<file path="src/rtl/corr_tap_line.sv">
// Correlator tap line: last TAPS accepted samples (decimated by DECIM), fill/window status, optional running sum.
// Latency 1 from accept to taps/status; no backpressure. Optional running sum is built only when TAPLINE_RUNSUM_EN is defined.
module corr_tap_line #(
  parameter int DATA_W = 8,
  parameter int TAPS   = 20,
  parameter int DECIM  = 1,
  parameter int FILL_W = $clog2(TAPS + 1),
  parameter int SUM_W  = DATA_W + $clog2(TAPS)
) (
  input  logic                     clk_i,
  input  logic                     rst_i,
  input  logic                     ena_i,
  input  logic [DATA_W-1:0]        rec_i,
  input  logic                     flush_i,
  output logic [TAPS*DATA_W-1:0]   taps_o,
  output logic [FILL_W-1:0]        fill_o,
  output logic                     win_valid_o,
  output logic                     win_stb_o,
  output logic [SUM_W-1:0]         tap_sum_o
);

  localparam int DCNT_W = (DECIM > 1) ? $clog2(DECIM) : 1;
  localparam logic [DCNT_W-1:0] DCNT_LAST = DCNT_W'(DECIM - 1);
  localparam logic [FILL_W-1:0] FILL_FULL = FILL_W'(TAPS);

  logic [DATA_W-1:0] tap_q [TAPS];
  logic [DATA_W-1:0] tap_d [TAPS];
  logic [DCNT_W-1:0] dcnt_q, dcnt_d;
  logic [FILL_W-1:0] fill_q, fill_d;
  logic              win_valid_q, win_valid_d;
  logic              win_stb_q, win_stb_d;
  logic              accept;

  assign accept = ena_i && (dcnt_q == '0);

  always_comb begin
    dcnt_d = dcnt_q;
    if (ena_i) begin
      dcnt_d = (dcnt_q == DCNT_LAST) ? '0 : dcnt_q + DCNT_W'(1);
    end
  end

  always_comb begin
    for (int i = 0; i < TAPS; i++) begin
      tap_d[i] = tap_q[i];
    end
    if (accept) begin
      tap_d[0] = rec_i;
      for (int i = 1; i < TAPS; i++) begin
        tap_d[i] = tap_q[i-1];
      end
    end
  end

  // Strobe marks every accept that leaves the line full, including the one that first fills it.
  always_comb begin
    fill_d = fill_q;
    if (accept && (fill_q != FILL_FULL)) begin
      fill_d = fill_q + FILL_W'(1);
    end
    win_valid_d = (fill_d == FILL_FULL);
    win_stb_d   = accept && (fill_d == FILL_FULL);
  end

  always_ff @(posedge clk_i) begin
    if (rst_i || flush_i) begin
      for (int i = 0; i < TAPS; i++) begin
        tap_q[i] <= '0;
      end
      dcnt_q      <= '0;
      fill_q      <= '0;
      win_valid_q <= 1'b0;
      win_stb_q   <= 1'b0;
    end else begin
      for (int i = 0; i < TAPS; i++) begin
        tap_q[i] <= tap_d[i];
      end
      dcnt_q      <= dcnt_d;
      fill_q      <= fill_d;
      win_valid_q <= win_valid_d;
      win_stb_q   <= win_stb_d;
    end
  end

  for (genvar g = 0; g < TAPS; g++) begin : g_taps
    assign taps_o[g*DATA_W +: DATA_W] = tap_q[g];
  end

  assign fill_o      = fill_q;
  assign win_valid_o = win_valid_q;
  assign win_stb_o   = win_stb_q;

`ifdef TAPLINE_RUNSUM_EN
  // Empty taps hold zero, so subtracting the outgoing tap is exact even while filling.
  logic [SUM_W-1:0] sum_q, sum_d;
  logic [SUM_W-1:0] rec_ext, old_ext;

  assign rec_ext = {{(SUM_W-DATA_W){rec_i[DATA_W-1]}}, rec_i};
  assign old_ext = {{(SUM_W-DATA_W){tap_q[TAPS-1][DATA_W-1]}}, tap_q[TAPS-1]};

  always_comb begin
    sum_d = sum_q;
    if (accept) begin
      sum_d = sum_q + rec_ext - old_ext;
    end
  end

  always_ff @(posedge clk_i) begin
    if (rst_i || flush_i) begin
      sum_q <= '0;
    end else begin
      sum_q <= sum_d;
    end
  end

  assign tap_sum_o = sum_q;
`else
  assign tap_sum_o = '0;
`endif

endmodule

</file>
<file path="config.mk">
export PLATFORM = sky130hd
export DESIGN_NAME = corr_tap_line
export DESIGN_NICKNAME = d
export VERILOG_FILES = /design/src/rtl/corr_tap_line.sv
export SDC_FILE = /design/constraint.sdc
export NUM_CORES = 1
export LEC_CHECK = 0
export ABC_AREA = 1
export CAP_MARGIN = 20
export CORE_ASPECT_RATIO = 0.8
export CORE_MARGIN = 4
export CORE_UTILIZATION = 49
export CTS_BUF_LIST = sky130_fd_sc_hd__clkbuf_8 sky130_fd_sc_hd__clkbuf_16
export CTS_CLUSTER_DIAMETER = 100
export DETAILED_ROUTE_END_ITERATION = 12
export PLACE_DENSITY = 0.84
export SYNTH_ARGS = -nofsm -noshare
export SYNTH_HDL_FRONTEND = slang
export SYNTH_SLANG_ARGS = --single-unit
</file>
<file path="constraint.sdc">
create_clock -name clk_i -period 2.65 [get_ports clk_i]
set_input_delay 0.53 -clock clk_i [delete_from_list [all_inputs] [get_ports clk_i]]
set_output_delay 0.53 -clock clk_i [all_outputs]
set_load 0.01 [all_outputs]
</file>
# ---- Word-level counts from Yosys, hierarchy flattened
# Memories as Yosys holds them, arrays and structs flattened.
# Cells that the tools add are included.
dict set report op_classes {
  add_sub_neg 2
  eq_ne 2
  n_mux 26
  bitwise 21
  n_reduce_logical 4
}
# op n
set op_table {}
lappend op_table {{$mux W160} 1}
lappend op_table {{$mux W8} 20}
lappend op_table {{$or A1 B1 Y1} 20}
lappend op_table {{$add A5 B1 Y5 const B} 1}
lappend op_table {{$eq A5 B5 Y1 const B} 1}
lappend op_table {{$mux W5} 1}
lappend op_table {{$ne A5 B5 Y1 const B} 1}
lappend op_table {{$mux W1} 4}
lappend op_table {{$logic_and A1 B1 Y1} 3}
lappend op_table {{$add A1 B1 Y1 const B} 1}
lappend op_table {{$logic_or A1 B1 Y1} 1}
lappend op_table {{$not A1 Y1} 1}
dict set report word_totals {
  register_bits 8
  ram_bits 160
  in_bits 12
  out_inout_bits 180
  elab_cells 60
  mem_count 1
}
# memory words width rd rd_ports_with_merged_regs wr line
set memory_table {}
lappend memory_table {tap_q 20 8 20 0 20 26} ;# logic [DATA_W-1:0] tap_q [TAPS];

# ---- Longest topological paths before layout
# Gate-level depths: netlist of run 1.
dict set report depth {
  depth_word 6
  ltp_mapped 11
  depth_no_buf 11
}

# ---- Worst setup path after synthesis of run 1
# Ideal clock, no wire load.
dict set report synth_timing {
  kind {register to register}
  startpoint {reg fill_q[0] (netlist: fill_o[0])}
  endpoint {reg win_stb_q (netlist: win_stb_o)}
  setup_ns 0.065
  arrival_ns 1.311
  required_time_ns 2.585
  setup_slack_ns 1.274
  path_stages_with_launch 12
  path_buffers 0
  period_less_slack_ns 1.376
  path_cell_list {dfxtp_1 inv_1 ha_1 nand2_1 inv_1 nand2_1 nand2_1 nand2_1 nand2_1 nor2_1 nand3_1 nor2_1}
}
dict set report synth_between {
  elab_chain_cells 5
  word_cells_on_any_way 6
  classes_between {1 x add/sub; 2 x eq/ne; 1 x mux; 2 x reduce/logical}
}
# element line
set synth_rtl {}
lappend synth_rtl {{start, declared} 29} ;# logic [FILL_W-1:0] fill_q, fill_d;
lappend synth_rtl {{start signal, assigned} 79} ;# fill_q <= fill_d;
lappend synth_rtl {{branches (longest 2 deep; another with $add A5 B1 Y5)} n/a}
lappend synth_rtl {{$mux W5 *} 58} ;# if (accept && (fill_q != FILL_FULL)) begin
lappend synth_rtl {{$eq A5 B5 Y1 *} 62} ;# win_stb_d = accept && (fill_d == FILL_FULL);
lappend synth_rtl {{$logic_and A1 B1 Y1 *} 62}
lappend synth_rtl {{end signal, assigned} 81} ;# win_stb_q <= win_stb_d;
lappend synth_rtl {{end, declared} 31} ;# logic win_stb_q, win_stb_d;
# Every way passes the cells marked *.
# A chain may end at the register's enable or synchronous reset.

# ---- Worst setup path in the final report of run 1
dict set report layout_timing {
  startpoint {reg fill_q[2] (netlist: fill_o[2])}
  endpoint {out fill_o[2]}
}
# element line
set layout_rtl {}
lappend layout_rtl {{end, declared} 16} ;# output logic [FILL_W-1:0] fill_o,
# No word-level cell between the ends.

==> results of run 1 <==
## path summary, 6_finish.rpt
kind / depth (start not counted) / to
worst max register to register: 11 / win_stb_o
worst max-delay path: 1 / fill_o[2]
worst min register to register: 2 / tap_q[0][152]
worst min-delay path: 2 / tap_q[0][152]
## routing by layer
| layer | share of wire (%) | vias up | GRT usage, % |
|---|---|---|---|
| met3 | 9.0 | 17 | 9.34 |
| met5 | 0 | - | 0 |
| li1 | - | 2714 | - |
| met4 | 1.3 | 0 | 6.31 |
| met2 | 46 | 165 | 33.7 |
| met1 | 43 | 2579 | 28.2 |
## cell families (layout without fill, tap and decap cells)
logic type | after synthesis | in the layout | share of synthesized area (%)
DFF | 167 | 167 | 56.6
AOI/OAI and AO/OA | 164 | 164 | 13.9
and+or+nand+nor | 354 | 354 | 22.7
buffers and inverters | 75 | 229 | 6.37
other | 1 | 13 | 0.0635
adders and majority gates | 2 | 2 | 0.423
## layout by cell type (no fill, tap or decap), drive strengths merged, types with 5 or more instances in the layout
cell type | Yosys | layout
a21oi | 163 | 163
buf | 51 | 11
clkbuf | 15 | 19
clkdlybuf4s50 | 0 | 177
clkinv | 0 | 7
conb | 1 | 13
dfxtp | 167 | 167
inv | 9 | 11
nand2 | 337 | 337
nand3 | 5 | 5
nor2 | 10 | 10
## cell type report
class / instances / share of cell area [%]
sequential: 167 / 40.3
multi-input combinational: 533 / 26.9
timing repair buffer: 188 / 22.8
clock buffer: 19 / 5.46
tap: 148 / 2.23
clock inverter: 13 / 1.77
inverter: 9 / 0.468
## flip-flops by register name, summed over array words and instances (netlist names)
name and flops:
fill_o 5, win_stb_o 1, win_valid_o 1, tap_q 160
## stage by stage
step	power, mW	std cells	area (µm²)	hold WS (ns)	utilization, %
5_1_grt	5.33	1077	8290	0.480	71.2
4_1_cts	5.20	1077	8290	0.460	71.2
3_5_place_dp	2.77	1045	7690	0.453	66.0
6_report	5.17	1077	8290	0.460	71.2
3_3_place_gp	2.77	1045	7690	0.449	66.0
2_1_floorplan	2.72	775	5950	0.486	-
## power groups by stage
stage	registers (mW)	clock network [mW]	logic, mW
4_1_cts	2.52	2.49	0.190
6_report	2.52	2.46	0.191
5_1_grt	2.52	2.61	0.208
2_1_floorplan	2.58	0	0.144
3_3_place_gp	2.58	0	0.191
3_5_place_dp	2.58	0	0.189
==> flow_summary.toml, run 1 <==
[route]
viasPerCell = 5.08
drc = 0
vias = 5475
wl_per_cell_um = 14.3
drtIter0Drc = 401
dr.pass1.iters = 4
wl_um = 15400
ant_nets = 0

[clocking]
clkTransAtPathRegs_ns = 0.06
insertion_delay_ns = 0.41
cts-root-buf = "clkbuf_16"
cts_tree = "done"
clockBufferDepth = 2
numClockSinks = 167
numCtsBuffers = 17
ctsHoldBuffers = 0
cts-resized-gates = 0
postCtsSetupBuffers = 0
cts_max_level = 4

[worst_setup_path]
cp_data_required_time_ns = 2.12
worst-endpoint-arrival_ns = 1.45
crit_type = "reg -> out"
crit_fanout = 7
slowest_delay_ns = 0.59
worst_setup_path_end_kind = "primary output"
worstSetupStartpoint = "fill_o[2]"
cpMaxStageDelayCell = "clkdlybuf4s50_1"
r2r-start = "fill_o[0]"
crit_family = "buffers and inverters"
critPathBufInv = 1
crit_chain = "clkdlybuf4s50_1"
startpoint_type = "register"
r2r_slack_ns = 1.14

[job]
maxCapViolations = 0

[global_routing]
grt_util_all_layers_pct = 22.0
grt_pass1_vias = 5045
grt_pass1_wl_um = 24800
grt_max_degree = 120
grt_remaining_overflow = 0
antenna_found_initial = 0

[power_and_ir_drop]
comb_power_share_pct = 3.7
p_per_area_nw_per_um2 = 624
p_leak_nw = 2.68
seq_power_share_pct = 48.7
p_int_mw = 4.02
swShare_pct = 22.3
p_sw_mw = 1.16
irDropWorstVdd_v = 0.000432
pwr-share-clk_pct = 47.6

[placed_design]
numPortBuffers = 178
place.gp.congestion = 0.794
pre_cts_ws_ns = 0.640
dpl.hpwl_um = 9870

[die]
start_util_pct = 50.7
die_y_um = 106
placeableCoreArea_um2 = 11600
die_w_um = 131
rows = 35
die_area_um2 = 13900
ios = 192

[timing]
finClkSkew_ns = 0.00924
rsz0062_at_grt = "false"
final_max_slew_viol_count = 0
hold_violations = 0
worstMarginPinSlew_ns = 0.721
period_needed_ns = 1.98
setup_slack_ns = 0.667
relSlewSlack_pct = 52.0
fin_tns_setup_ns = 0
fmax_mhz = 504
setup_viol = 0
finalCritPeriodShare_pct = 74.8

[final_layout]
fin_nets = 930
syn_to_final_growth_pct = 40.3
multi_input_area_um2 = 2230
drive_above_1_share_pct = 4.84
n_antenna_cell = 0
fillCellCount = 909
regArea_um2 = 3340

[synth]
synth_warnings = 0
synth_area_um2 = 5910
synth_edf_count = 0
ys_top_cells_by_count = "nand2_1 (337), dfxtp_1 (167), a21oi_1 (163)"
synth_area_leaders = "dfxtp_1 (57%), nand2_1 (21%), a21oi_1 (14%)"
synthFlopType = "dfxtp_1"
synth_largest_type_area_fraction_pct = 56.6
yosysMostFrequentCell = "nand2_1"
synth_area_leader_cell = "dfxtp_1"
ys_seq_area_share_pct = 56.6
synthCells = 763
ys_types = 15
synthArstFlopShare_pct = 0
synth-seq-cells = 167
synth_area_per_cell_um2 = 7.74

[outcome]
status = "completed"

[hold_path]
worstHoldStart = "tap_q[0][152]"
hold_path.class = "reg -> reg"
Note: power is estimated with default switching activity, not from simulation.
==> run 2: changes to the inputs <==
--- a/config.mk
+++ b/config.mk
@@ -9,11 +9,11 @@
 export CAP_MARGIN = 20
 export CORE_ASPECT_RATIO = 0.8
 export CORE_MARGIN = 4
-export CORE_UTILIZATION = 49
+export CORE_UTILIZATION = 41
 export CTS_BUF_LIST = sky130_fd_sc_hd__clkbuf_8 sky130_fd_sc_hd__clkbuf_16
 export CTS_CLUSTER_DIAMETER = 100
 export DETAILED_ROUTE_END_ITERATION = 12
-export PLACE_DENSITY = 0.84
+export PLACE_DENSITY = 0.75
 export SYNTH_ARGS = -nofsm -noshare
 export SYNTH_HDL_FRONTEND = slang
 export SYNTH_SLANG_ARGS = --single-unit
==> constraint.sdc (replaced) <==
create_clock -name clk_i -period 1.8 [get_ports clk_i]
set_input_delay 0.36 -clock clk_i [delete_from_list [all_inputs] [get_ports clk_i]]
set_output_delay 0.36 -clock clk_i [all_outputs]
set_load 0.01 [all_outputs]
==> run 2 against run 1 <==
  * Final cell count is 2.7% higher
  * Final area about the same
  * Count of clock-buffer cells in the layout is 1 lower
  * Global-route usage fell by 3.4 points
  * Die area increased by 18%
  * Sequential share of layout area about the same
  * Power increased by 41%
  * Worst setup slack worse by 0.59 ns
  * First-iteration DRC count is 8.0% lower
  * Register-to-register slack lost 0.83 ns
  * Non-clock buffer count fell by 3
  * Critical path type unchanged
  * Critical endpoint is now taps_o[87]
  * Largest cell class unchanged
==> flow_summary.toml, run 2 (same netlist as run 1, synthesis figures left out) <==
[route]
drtIter0Drc = 369
ant_nets = 0
vias = 5391
drc = 0
wl_per_cell_um = 14.1
dr.pass1.iters = 4
viasPerCell = 4.87
wl_um = 15500

[timing]
final_max_slew_viol_count = 0
fmax_mhz = 579
finClkSkew_ns = 0.0106
setup_viol = 0
finalCritPeriodShare_pct = 95.9
hold_ws_ns = 0.329
period_needed_ns = 1.73
rsz0062_at_grt = "false"
hold_violations = 0
fin_tns_setup_ns = 0

[global_routing]
grt_pass1_vias = 4847
grt_util_all_layers_pct = 18.6
grt_remaining_overflow = 0
grt_pass1_wl_um = 24700
antenna_found_initial = 0
grt_max_degree = 83

[clocking]
cts-root-buf = "clkbuf_16"
cts_max_level = 4
numClockSinks = 167
clockBufferDepth = 2
clkTransAtPathRegs_ns = 0.06
postCtsSetupBuffers = 0
cts_tree = "done"
insertion_delay_ns = 0.41
numCtsBuffers = 17

[worst_setup_path]
worst_setup_path_end_kind = "primary output"
crit_fanout = 3
cpMaxStageDelayCell = "clkdlybuf4s50_1"
cp_data_required_time_ns = 1.44
crit_chain = "clkdlybuf4s50_1"
crit_type = "reg -> out"
slowest_delay_ns = 0.57
crit_family = "buffers and inverters"
startpoint_type = "register"
r2r_slack_ns = 0.31
worst-endpoint-arrival_ns = 1.37
critPathBufInv = 1

[placed_design]
place.gp.congestion = 0.794
numPortBuffers = 178
dpl.hpwl_um = 9990

[final_layout]
regArea_um2 = 3350
syn_to_final_growth_pct = 40.4
n_antenna_cell = 0
largest_reg_flops = 160
top_register = "tap_q"
final_common_cell = "nand2_1"
drive_above_1_share_pct = 4.64
fin_nets = 927
mostFrequentLayoutCells = "nand2_1 (337), clkdlybuf4s50_1 (175), dfxtp_1 (164), a21oi_1 (163), clkbuf_16 (17)"
multi_input_area_um2 = 2230
fillCellCount = 1251

[die]
rows = 38
start_util_pct = 42.7
placeableCoreArea_um2 = 13800
ios = 192
die_w_um = 142
die_y_um = 115
die_area_um2 = 16400

[power_and_ir_drop]
irDropWorstVdd_v = 0.000660
p_leak_nw = 2.69
p_per_area_nw_per_um2 = 879

[outcome]
status = "completed"

[job]
maxCapViolations = 0

[hold_path]
hold_path.class = "in -> reg"
## run 2: cell count changes in the layout (fill, tap and decap cells not counted)
cell             previous run  this run
buf_4                       8         2
buf_12                      3         6
clkinv_4                    5         2
dfxtp_1                   167       164
dfxtp_2                     0         3
bufinv_16                   2         0
clkdlybuf4s50_1           177       175
clkinvlp_4                  2         4
dlymetal6s2s_1              0         2
inv_1                       7         9
inv_6                       2         4
clkbuf_8                    2         1
## run 2: timing repair
action	in CTS	in global routing
pin swaps	0	0
hold endpoints to repair	0	0
resized for setup	2	3
setup endpoints to repair	2	3
hold buffers	0	0
gates cloned	0	0
## run 2: path summary, 6_finish.rpt
path,cells past startpoint,startpoint,end
worst min-delay path,3,ena_i,tap_q[0][44]
worst min register to register,2,tap_q[0][155],tap_q[0][155]
worst max register to register,11,fill_o[0],win_stb_o
worst max-delay path,1,tap_q[0][87],taps_o[87]
## run 2: through the flow
stage	worst slack (ns)	power, mW	area [µm²]	instances	util, %
after detailed placement	0.197	4.08	7750	1074	56.0
final	0.0730	7.29	8300	1106	60.0
after global placement	0.194	4.08	7750	1074	56.0
after CTS	0.0168	7.37	8290	1106	59.9
after global routing	0.00898	7.57	8300	1106	60.0
after floorplan	0.424	4.01	5950	775	-
## run 2: where the power goes
| part | internal (mW) | switching (mW) |
|---|---|---|
| Sequential | 3.70 | 0.00751 |
| Combinational | 0.0819 | 0.203 |
| Clock | 1.81 | 1.49 |
| Total | 5.59 | 1.70 |
## run 2: area by class of cell
| class | instances | area share (%) |
|---|---|---|
| inverter | 9 | 0.468 |
| clock buffer | 18 | 5.29 |
| timing repair buffer | 185 | 23.0 |
| tap | 180 | 2.71 |
| multi-input combinational | 533 | 26.9 |
| clock inverter | 14 | 1.21 |
| sequential | 167 | 40.3 |
## run 2: per-layer routing
layer,vias to the layer above,global-route usage [%],part of all wire (%)
met5,-,0,0
met4,0,5.37,0.45
met3,6,6.94,8.2
met2,133,27.9,47
met1,2545,25.2,44
li1,2707,-,-
==> run 3: changes to the inputs <==
==> config.mk (replaced) <==
export PLATFORM = sky130hd
export DESIGN_NAME = corr_tap_line
export DESIGN_NICKNAME = d
export VERILOG_FILES = /design/src/rtl/corr_tap_line.sv
export SDC_FILE = /design/constraint.sdc
export NUM_CORES = 1
export LEC_CHECK = 0
export CAP_MARGIN = 20
export CELL_PAD_IN_SITES_DETAIL_PLACEMENT = 1
export CELL_PAD_IN_SITES_GLOBAL_PLACEMENT = 1
export CORE_ASPECT_RATIO = 0.8
export CORE_MARGIN = 4
export CORE_UTILIZATION = 32
export CTS_BUF_LIST = sky130_fd_sc_hd__clkbuf_8 sky130_fd_sc_hd__clkbuf_16
export CTS_CLUSTER_DIAMETER = 100
export DETAILED_ROUTE_END_ITERATION = 12
export PLACE_DENSITY_LB_ADDON = 0.1
export SYNTH_ARGS = -nofsm -noshare
export SYNTH_HDL_FRONTEND = slang
export SYNTH_SLANG_ARGS = --single-unit
==> run 3 against run 2 <==
  * Critical path depth is the same
  * Flip-flop and latch count unchanged
  * Synthesized cell count is 25% lower
  * Via count shrank 16%
  * First-iteration DRC count is 67% lower
  * Critical path type unchanged
  * Critical endpoint is now taps_o[38]
  * Largest power group unchanged
==> flow_summary.toml, run 3 <==
[outcome]
status = "completed"

[power_and_ir_drop]
irDropWorstVdd_v = 0.000442
p_sw_mw = 1.73
pwr-share-clk_pct = 46.0
p_int_mw = 5.81
seq_power_share_pct = 49.2
finalPower_mw = 7.55
comb_power_share_pct = 4.8
swShare_pct = 23.0
p_leak_nw = 3.78
p_per_area_nw_per_um2 = 865

[final_layout]
drive_above_1_share_pct = 7.41
fin_nets = 757
fillCellCount = 2011
largest_reg_flops = 160
syn_to_final_growth_pct = 43.6
top_register = "tap_q"
final_common_cell = "nor2_1"
utilization_pct = 47.5
mostFrequentLayoutCells = "nor2_1 (166), mux2i_1 (162), dfxtp_1 (160), clkdlybuf4s50_1 (158), clkbuf_16 (17)"
n_antenna_cell = 0

[timing]
setup_viol = 0
fmax_mhz = 571
rsz0062_at_grt = "false"
finalCritPeriodShare_pct = 97.2
fin_tns_setup_ns = 0
finClkSkew_ns = 0.0129
final_max_slew_viol_count = 0
period_needed_ns = 1.75
hold_violations = 0
hold_ws_ns = 0.364

[clocking]
cts_tree = "done"
postCtsSetupBuffers = 0
clkTransAtPathRegs_ns = 0.07
numClockSinks = 167
numCtsBuffers = 17
insertion_delay_ns = 0.42
clockBufferDepth = 2
ctsHoldBuffers = 0
cts_max_level = 4
cts-root-buf = "clkbuf_16"

[worst_setup_path]
worst-endpoint-arrival_ns = 1.39
crit_family = "buffers and inverters"
crit_type = "reg -> out"
cp_data_required_time_ns = 1.44
critPathBufInv = 1
crit_chain = "clkdlybuf4s50_1"
cpMaxStageDelayCell = "clkdlybuf4s50_1"
startpoint_type = "register"
worst_setup_path_end_kind = "primary output"
crit_fanout = 3
slowest_delay_ns = 0.57

[placed_design]
dpl.hpwl_um = 11900
place.gp.congestion = 0.746
numPortBuffers = 178

[die]
placeableCoreArea_um2 = 18400
die_w_um = 162
rows = 44
die_area_um2 = 21300
start_util_pct = 33.1
die_y_um = 131
ios = 192

[global_routing]
grt_util_all_layers_pct = 15.7
grt_max_degree = 37
grt_remaining_overflow = 0
grt_pass1_wl_um = 26900
antenna_found_initial = 0
grt_pass1_vias = 4793

[synth]
synth_edf_count = 0
synthFlopType = "dfxtp_1"
synth-seq-cells = 167
ys_seq_area_share_pct = 55.0
synth_area_leader_cell = "dfxtp_1"
ys_top_cells_by_count = "dfxtp_1 (167), nor2_1 (166), mux2i_1 (162)"
synthArstFlopShare_pct = 0
yosysMostFrequentCell = "dfxtp_1"
synthCells = 570
synth_area_leaders = "dfxtp_1 (55%), mux2i_1 (27%), nor2_1 (10%)"
ys_types = 25
synth_area_um2 = 6080
synth_area_per_cell_um2 = 10.7
synth_largest_type_area_fraction_pct = 55.0
synth_warnings = 0

[hold_path]
hold_path.class = "in -> reg"

[route]
viasPerCell = 4.47
dr.pass1.iters = 4
drtIter0Drc = 123
ant_nets = 0
wl_per_cell_um = 16.4
vias = 4509
drc = 0
wl_um = 16500

[job]
maxCapViolations = 0
run 3: what timing repair did:
action                                 in CTS  in global routing
setup endpoints to repair                   5                 21
endpoints found under the hold margin       0                  0
resized for setup                           5                 21
run 3: worst register-to-register path, cell delays in order, from the launching register on:
cell and delay [ns]:
dfxtp_1 0.41, inv_1 0.11, ha_1 0.24, nand2_1 0.16
or3b_1 0.39, nand3_1 0.13, nor3_1 0.08
run 3: metal layers:
layer / global-route usage [%] / routed length (µm)
met4: 4.37 / 136
met3: 6.57 / 1230
met2: 24.8 / 7570
met5: 0 / 0
met1: 19.9 / 7580
run 3: area by class of cell:
cell class / count / area (µm²) / share of cell area [%]
Inverter: 3 / 11.3 / 0.129
Sequential cell: 167 / 3350 / 38.4
Clock buffer: 18 / 439 / 5.03
Tap cell: 253 / 317 / 3.63
Clock inverter: 14 / 124 / 1.42
Multi-Input combinational cell: 362 / 2460 / 28.2
Timing Repair Buffer: 192 / 2030 / 23.2
run 3: power groups by stage:
stage / registers (mW) / clock network [mW] / logic [mW]
4_1_cts: 3.71 / 3.59 / 0.366
3_5_place_dp: 3.80 / 0 / 0.367
6_report: 3.71 / 3.48 / 0.360
3_3_place_gp: 3.79 / 0 / 0.361
2_1_floorplan: 3.80 / 0 / 0.276
5_1_grt: 3.71 / 3.76 / 0.385
run 3: kinds of logic (layout without fill, tap and decap cells):
group,after synthesis,in the layout,share of synthesized area [%]
xor+xnor,2,2,0.288
compound gates,5,5,0.720
simple gates,178,178,11.5
flops,167,167,55.0
mux,162,162,26.7
buf+inv,53,227,5.35
other cells,1,13,0.0617
fa+ha+maj,2,2,0.412
run 3: metrics by stage:
step / area [µm²] / cells / setup slack [ns]
global placement: 8120 / 977 / 0.189
floorplan: 6120 / 582 / 0.294
global route: 8730 / 1009 / 0.000271
detailed placement: 8120 / 977 / 0.143
finish: 8730 / 1009 / 0.0502
CTS: 8680 / 1009 / 0.00316
run 3: worst paths after layout:
check | end | start | slack [ns] | depth (start not counted)
max | taps_o[38] | tap_q[0][38] | 0.05 | 1
min | tap_q[0][43] | ena_i | 0.36 | 3
max reg2reg | win_valid_o | fill_o[0] | 0.15 | 6
min reg2reg | tap_q[0][158] | tap_q[0][158] | 0.50 | 2
==> edit 1 (flow settings as in run 3) <==
Register the input `ena_i` before use. The logic sees it one clock later. The other inputs are not delayed to match.
--- a/src/rtl/corr_tap_line.sv
+++ b/src/rtl/corr_tap_line.sv
@@ -25,2 +25,8 @@
 
+  logic ena_q;
+
+  always_ff @(posedge clk_i) begin
+    ena_q <= ena_i;
+  end
+
   logic [DATA_W-1:0] tap_q [TAPS];
@@ -33,3 +39,3 @@
 
-  assign accept = ena_i && (dcnt_q == '0);
+  assign accept = ena_q && (dcnt_q == '0);
 
@@ -37,3 +43,3 @@
     dcnt_d = dcnt_q;
-    if (ena_i) begin
+    if (ena_q) begin
       dcnt_d = (dcnt_q == DCNT_LAST) ? '0 : dcnt_q + DCNT_W'(1);
Behaviour: not the same (a bounded check fails within 4 cycles, from zero or initial values).
==> edit 1 against run 3 <==
Design area down 0.73%. Non-clock buffer count down 6. Critical path depth unchanged. Setup slack better by 12 ps. Largest power group unchanged. Sequential share of layout area up 0.63 points. Sequential cell count up 1. Power down 1.0%. Cell count down 0.50%. Synthesized area up 0.33%. Routed wire length down 0.95%. Synthesized cell count up 0.18%. Worst hold slack better by 7.1 ps.
==> edit 1: results (changes against run 3) <==
| Metric | Value |
|---|---|
| Outcome | finished clean |
| First-pass GRT wire length | 26,300 um (-2.2%) |
| Proportion of layout cells with a drive suffix above 1 | 0.0746 (+0.000493) |
| FF-to-FF setup slack | 210 ps (+60 ps) |
| Hold depth | 1 (-2) |
| Share of the synthesized area in the top cell type | 0.551 (+0.00148) |
| FF-to-FF path depth | 6 (unchanged) |
| Detailed placement HPWL | 11,600 um (-2.7%) |
| Largest net degree at the start of global routing | 77 (+110%) |
| Peak supply drop | 0.561 mV (+27%) |
| Wire per inst | 16.3 um (-0.46%) |
| Final RePlAce weighted congestion | 0.744 (-0.23%) |
| GR Util All Layers | 0.154 (-0.00309) |
| Worst Hold Slack | 371 ps (+7.05 ps) |
| Critical path's slowest cell | clkdlybuf4s50_1 |
| 1st-pass router iterations | 4 (unchanged) |
| Leak | 3.81 nW (+0.81%) |
| Drt first-iter violations | 284 (+130%) |
| Via Count | 4,483 (-0.58%) |
| Number of distinct library cells after synthesis | 25 (unchanged) |
| Final net count | 752 (-0.66%) |
| Sw Ratio | 0.242 (+0.0118) |
| Top post-synthesis cells by count | 168 x dfxtp_1, 166 x nor2_1, 162 x mux2i_1 |
| Layout fillers | 2,033 (+1.1%) |
| Main area contributors after synthesis | dfxtp_1 55%, mux2i_1 27%, nor2_1 10%, buf_4 3.8%, clkbuf_1 0.92% |
-- edit 1: metrics by stage --
step                      area [sq um]  std cells  setup TNS [ps]  worst slack, ps   util
final                             8670       1004               0             62.3  0.470
after detailed placement          8060        972               0              158  0.437
after CTS                         8610       1004               0            0.621  0.467
after floorplan                   6140        583               0              294      -
after global routing              8670       1004         -0.0610          -0.0610  0.470
after global placement            8060        972               0              193  0.437
-- edit 1: what timing repair did --
action | 4_1_cts | 5_1_grt
setup endpoints to repair | 8 | 26
gates cloned | 0 | 0
pin swaps | 0 | 0
setup buffers | 0 | 0
gates resized for setup | 8 | 26
-- edit 1: cell families (layout without fill, tap and decap cells) --
kind of cell | Yosys count | in the layout | synth area share
and+or+nand+nor | 178 | 178 | 0.115
DFF | 168 | 168 | 0.551
muxes | 162 | 162 | 0.266
buffers and inverters | 53 | 221 | 0.0533
AOI/OAI and AO/OA | 5 | 5 | 0.00718
adders and majority gates | 2 | 2 | 0.00410
xor gates and xnor gates | 2 | 2 | 0.00287
other | 1 | 13 | 0.000615
-- edit 1: power by group through the flow --
stage | clock (mW) | sequential, mW | combinational [mW]
global route | 3.69 | 3.74 | 0.357
CTS | 3.51 | 3.74 | 0.337
detailed placement | 0 | 3.83 | 0.338
global placement | 0 | 3.83 | 0.332
floorplan | 0 | 3.82 | 0.276
finish | 3.40 | 3.74 | 0.333
-- edit 1: layout make-up --
type                            instances  area share
Sequential cell                       168       0.390
Multi-Input combinational cell        362       0.284
Timing Repair Buffer                  186       0.225
Clock buffer                           17      0.0491
Tap cell                              253      0.0365
Clock inverter                         15      0.0139
Inverter                                3     0.00130
-- edit 1: worst paths after layout --
kind | end | start
max | taps_o[120] | tap_q[0][120]
min | ena_q | ena_i
min reg2reg | tap_q[0][157] | tap_q[0][157]
max reg2reg | win_valid_o | fill_o[0]
-- edit 1: per-layer routing --
layer | global-route usage | part of all wire | routed length (um)
met4 | 0.0437 | 0.010 | 167
met5 | 0 | 0 | 0
met1 | 0.213 | 0.49 | 7970
met3 | 0.0492 | 0.050 | 818
met2 | 0.232 | 0.45 | 7400
==> edit 2 (flow settings as in run 3) <==
Made on the original files. The option `TAPLINE_RUNSUM_EN` is turned on by a define.
--- a/src/rtl/corr_tap_line.sv
+++ b/src/rtl/corr_tap_line.sv
@@ -2,2 +2,4 @@
 // Latency 1 from accept to taps/status; no backpressure. Optional running sum is built only when TAPLINE_RUNSUM_EN is defined.
+`define TAPLINE_RUNSUM_EN
+
 module corr_tap_line #(
Behaviour: not the same (a bounded check fails within 4 cycles, from zero or initial values).
==> edit 2 against run 3 <==
The run now ends with setup timing left. Setup slack worse by 650 ps. Clock skew decreased by 1.8 ps. Count of clock-buffer cells in the layout decreased by 1. Critical path type is now flip-flop to flip-flop. Synthesized cell count is 28% higher. Critical endpoint is now tap_sum_o[9]. Synthesized area up 20%. Design area rose by 27%. Via count rose by 30%. Routed wire length grew 32%. Sequential cell count increased by 13. First-iteration DRC count rose by 74%. Die area grew 19%.
Power is not compared: it rests on default switching activity, and its combinational part moved more than twofold at a synthesized area within 25%.
==> edit 2: results (changes against run 3) <==
| Metric | Value |
|---|---|
| Final net count | 1,014 (+34%) |
| Syn nets | 772 |
| Finished Layout Cells | 1,293 (+28%) |
| Number of global-route vias before repair | 6,339 (+32%) |
| Outcome | finished, violations left |
| Drt total wl | 21,800 um (+32%) |
| Proportion of layout cells with a drive suffix above 1 | 0.188 (+0.114) |
| Synth Flop Type | dfxtp_1 |
| Main area contributors after synthesis | dfxtp_1 49%, mux2i_1 22%, nor2_1 9.1%, fa_1 3.3%, ha_1 2.7% |
| H-tree Lvls | 4 (unchanged) |
| Max Root-Sink Buffers | 2 (unchanged) |
| Worst hold path class | input port to flip-flop |
| Leak | between 5 and 6 nW |
| Violations in the final reports | setup timing |
| Detailed placement HPWL | 16,000 um (+34%) |
| Port Buffer Count | 191 (+7.3%) |
| Synth Instances | 732 (+28%) |
| Largest net degree at the start of global routing | 54 (+46%) |
| Most flops, register | tap_q |
| Crit Path Max Fanout | 4 (+1) |
| First-pass GRT wire length | 34,500 um (+28%) |
| Final Skew | 11.0 ps (-1.85 ps) |
| Sequential element share of the synthesized area | 0.492 (-0.0576) |
| Final setup violation count | 11 (+11) |
| Critical path arrival | 2710 ps (+1320 ps) |
| Final RePlAce weighted congestion | 0.804 (+7.8%) |
| Clock transition at the registers of the reported paths | ~80 ps |
| 1st-pass router iterations | 4 (unchanged) |
| Number of distinct library cells after synthesis | 39 (+56%) |
| Final worst slack | -598 ps (-649 ps) |
| Drt first-iter violations | 214 (+74%) |
| GR Util All Layers | 0.170 (+0.0125) |
| Post-route ant nets | 0 (unchanged) |
| Worst-Margin Slew | approximately 400 ps |
| Max FFs per register | 160 (unchanged) |
| Clk root buf | clkbuf_16 |
| Pre-CTS setup slack | -1360 ps (-1510 ps) |
| Synthesis Warnings | 0 (unchanged) |
| Drt via density | 4.55 (+1.7%) |
| Setup TNS | -4880 ps (-4880 ps) |
| Placed inst area | 10,200 sq um (+25%) |
| Max-Cap Viols | 0 (unchanged) |
| Clock latency on the worst-skew pair | roughly 430 ps |
| DP Cell Count | 1,252 (+28%) |
| Top post-synthesis cells by count | 180 x dfxtp_1, 178 x nor2_1, 163 x mux2i_1 |
-- edit 2: kinds of logic after synthesis --
kind of cell | after synthesis | share of synthesized area
AND/OR/NAND/NOR | 216 | 0.121
flip-flops | 180 | 0.492
multiplexers | 164 | 0.224
buffers and inverters | 89 | 0.0494
AO/OA/AOI/OAI | 41 | 0.0361
adder cells (fa/ha/maj) | 28 | 0.0602
XOR/XNOR | 14 | 0.0168
-- edit 2: final cells by class --
class / instances / area (sq um)
Timing Repair Buffer: 264 / 2650
Clock inverter: 15 / 165
Inverter: 48 / 186
Clock buffer: 17 / 425
Multi-Input combinational cell: 463 / 3660
Tap cell: 306 / 383
Sequential cell: 180 / 3640
Fill cell: 2448 / 11400
-- edit 2: worst paths after layout --
path | start | to | slack (ps) | cells past startpoint
setup / recovery | tap_sum_o[1] | tap_sum_o[9] | -600 | 12
hold / removal | rec_i[5] | tap_q[0][5] | 360 | 4
setup reg to reg | tap_sum_o[1] | tap_sum_o[9] | -600 | 12
hold reg to reg | tap_sum_o[12] | tap_sum_o[12] | 500 | 2
-- edit 2: power by group --
group	internal, mW	switching [mW]
registers	4.01	0.0244
logic	0.755	0.746
clock network	1.86	1.81
-- edit 2: stage by stage --
step | hold WS (ps) | total power, mW
2_1_floorplan | 482 | 4.94
3_3_place_gp | 483 | 5.39
3_5_place_dp | 495 | 5.45
4_1_cts | 367 | 9.23
5_1_grt | 404 | 9.63
6_report | 356 | 9.21
-- edit 2: routing by layer --
layer	global-route usage	part of all wire	up-vias
li1	-	-	2895
met5	0	0	-
met3	0.0569	0.062	16
met1	0.214	0.46	2852
met2	0.282	0.47	116
met4	0.0411	0.010	0
-- edit 2: worst max-delay path, stage by stage, from the launching register on --
cell and delay, ps:
dfxtp_2 350, inv_2 40, fa_2 560, buf_6 110
inv_4 30, ha_4 230, a21oi_4 170, o21ai_2 100
a21oi_4 270, buf_6 150, o31ai_4 50, xnor2_1 160
o21ai_1 70
-- edit 2: repair_timing --
action	in CTS	in global routing
hold buffers	0	0
buffers inserted	5	4
pin swaps	12	22
resized for setup	54	67
endpoints found under the setup margin	41	47
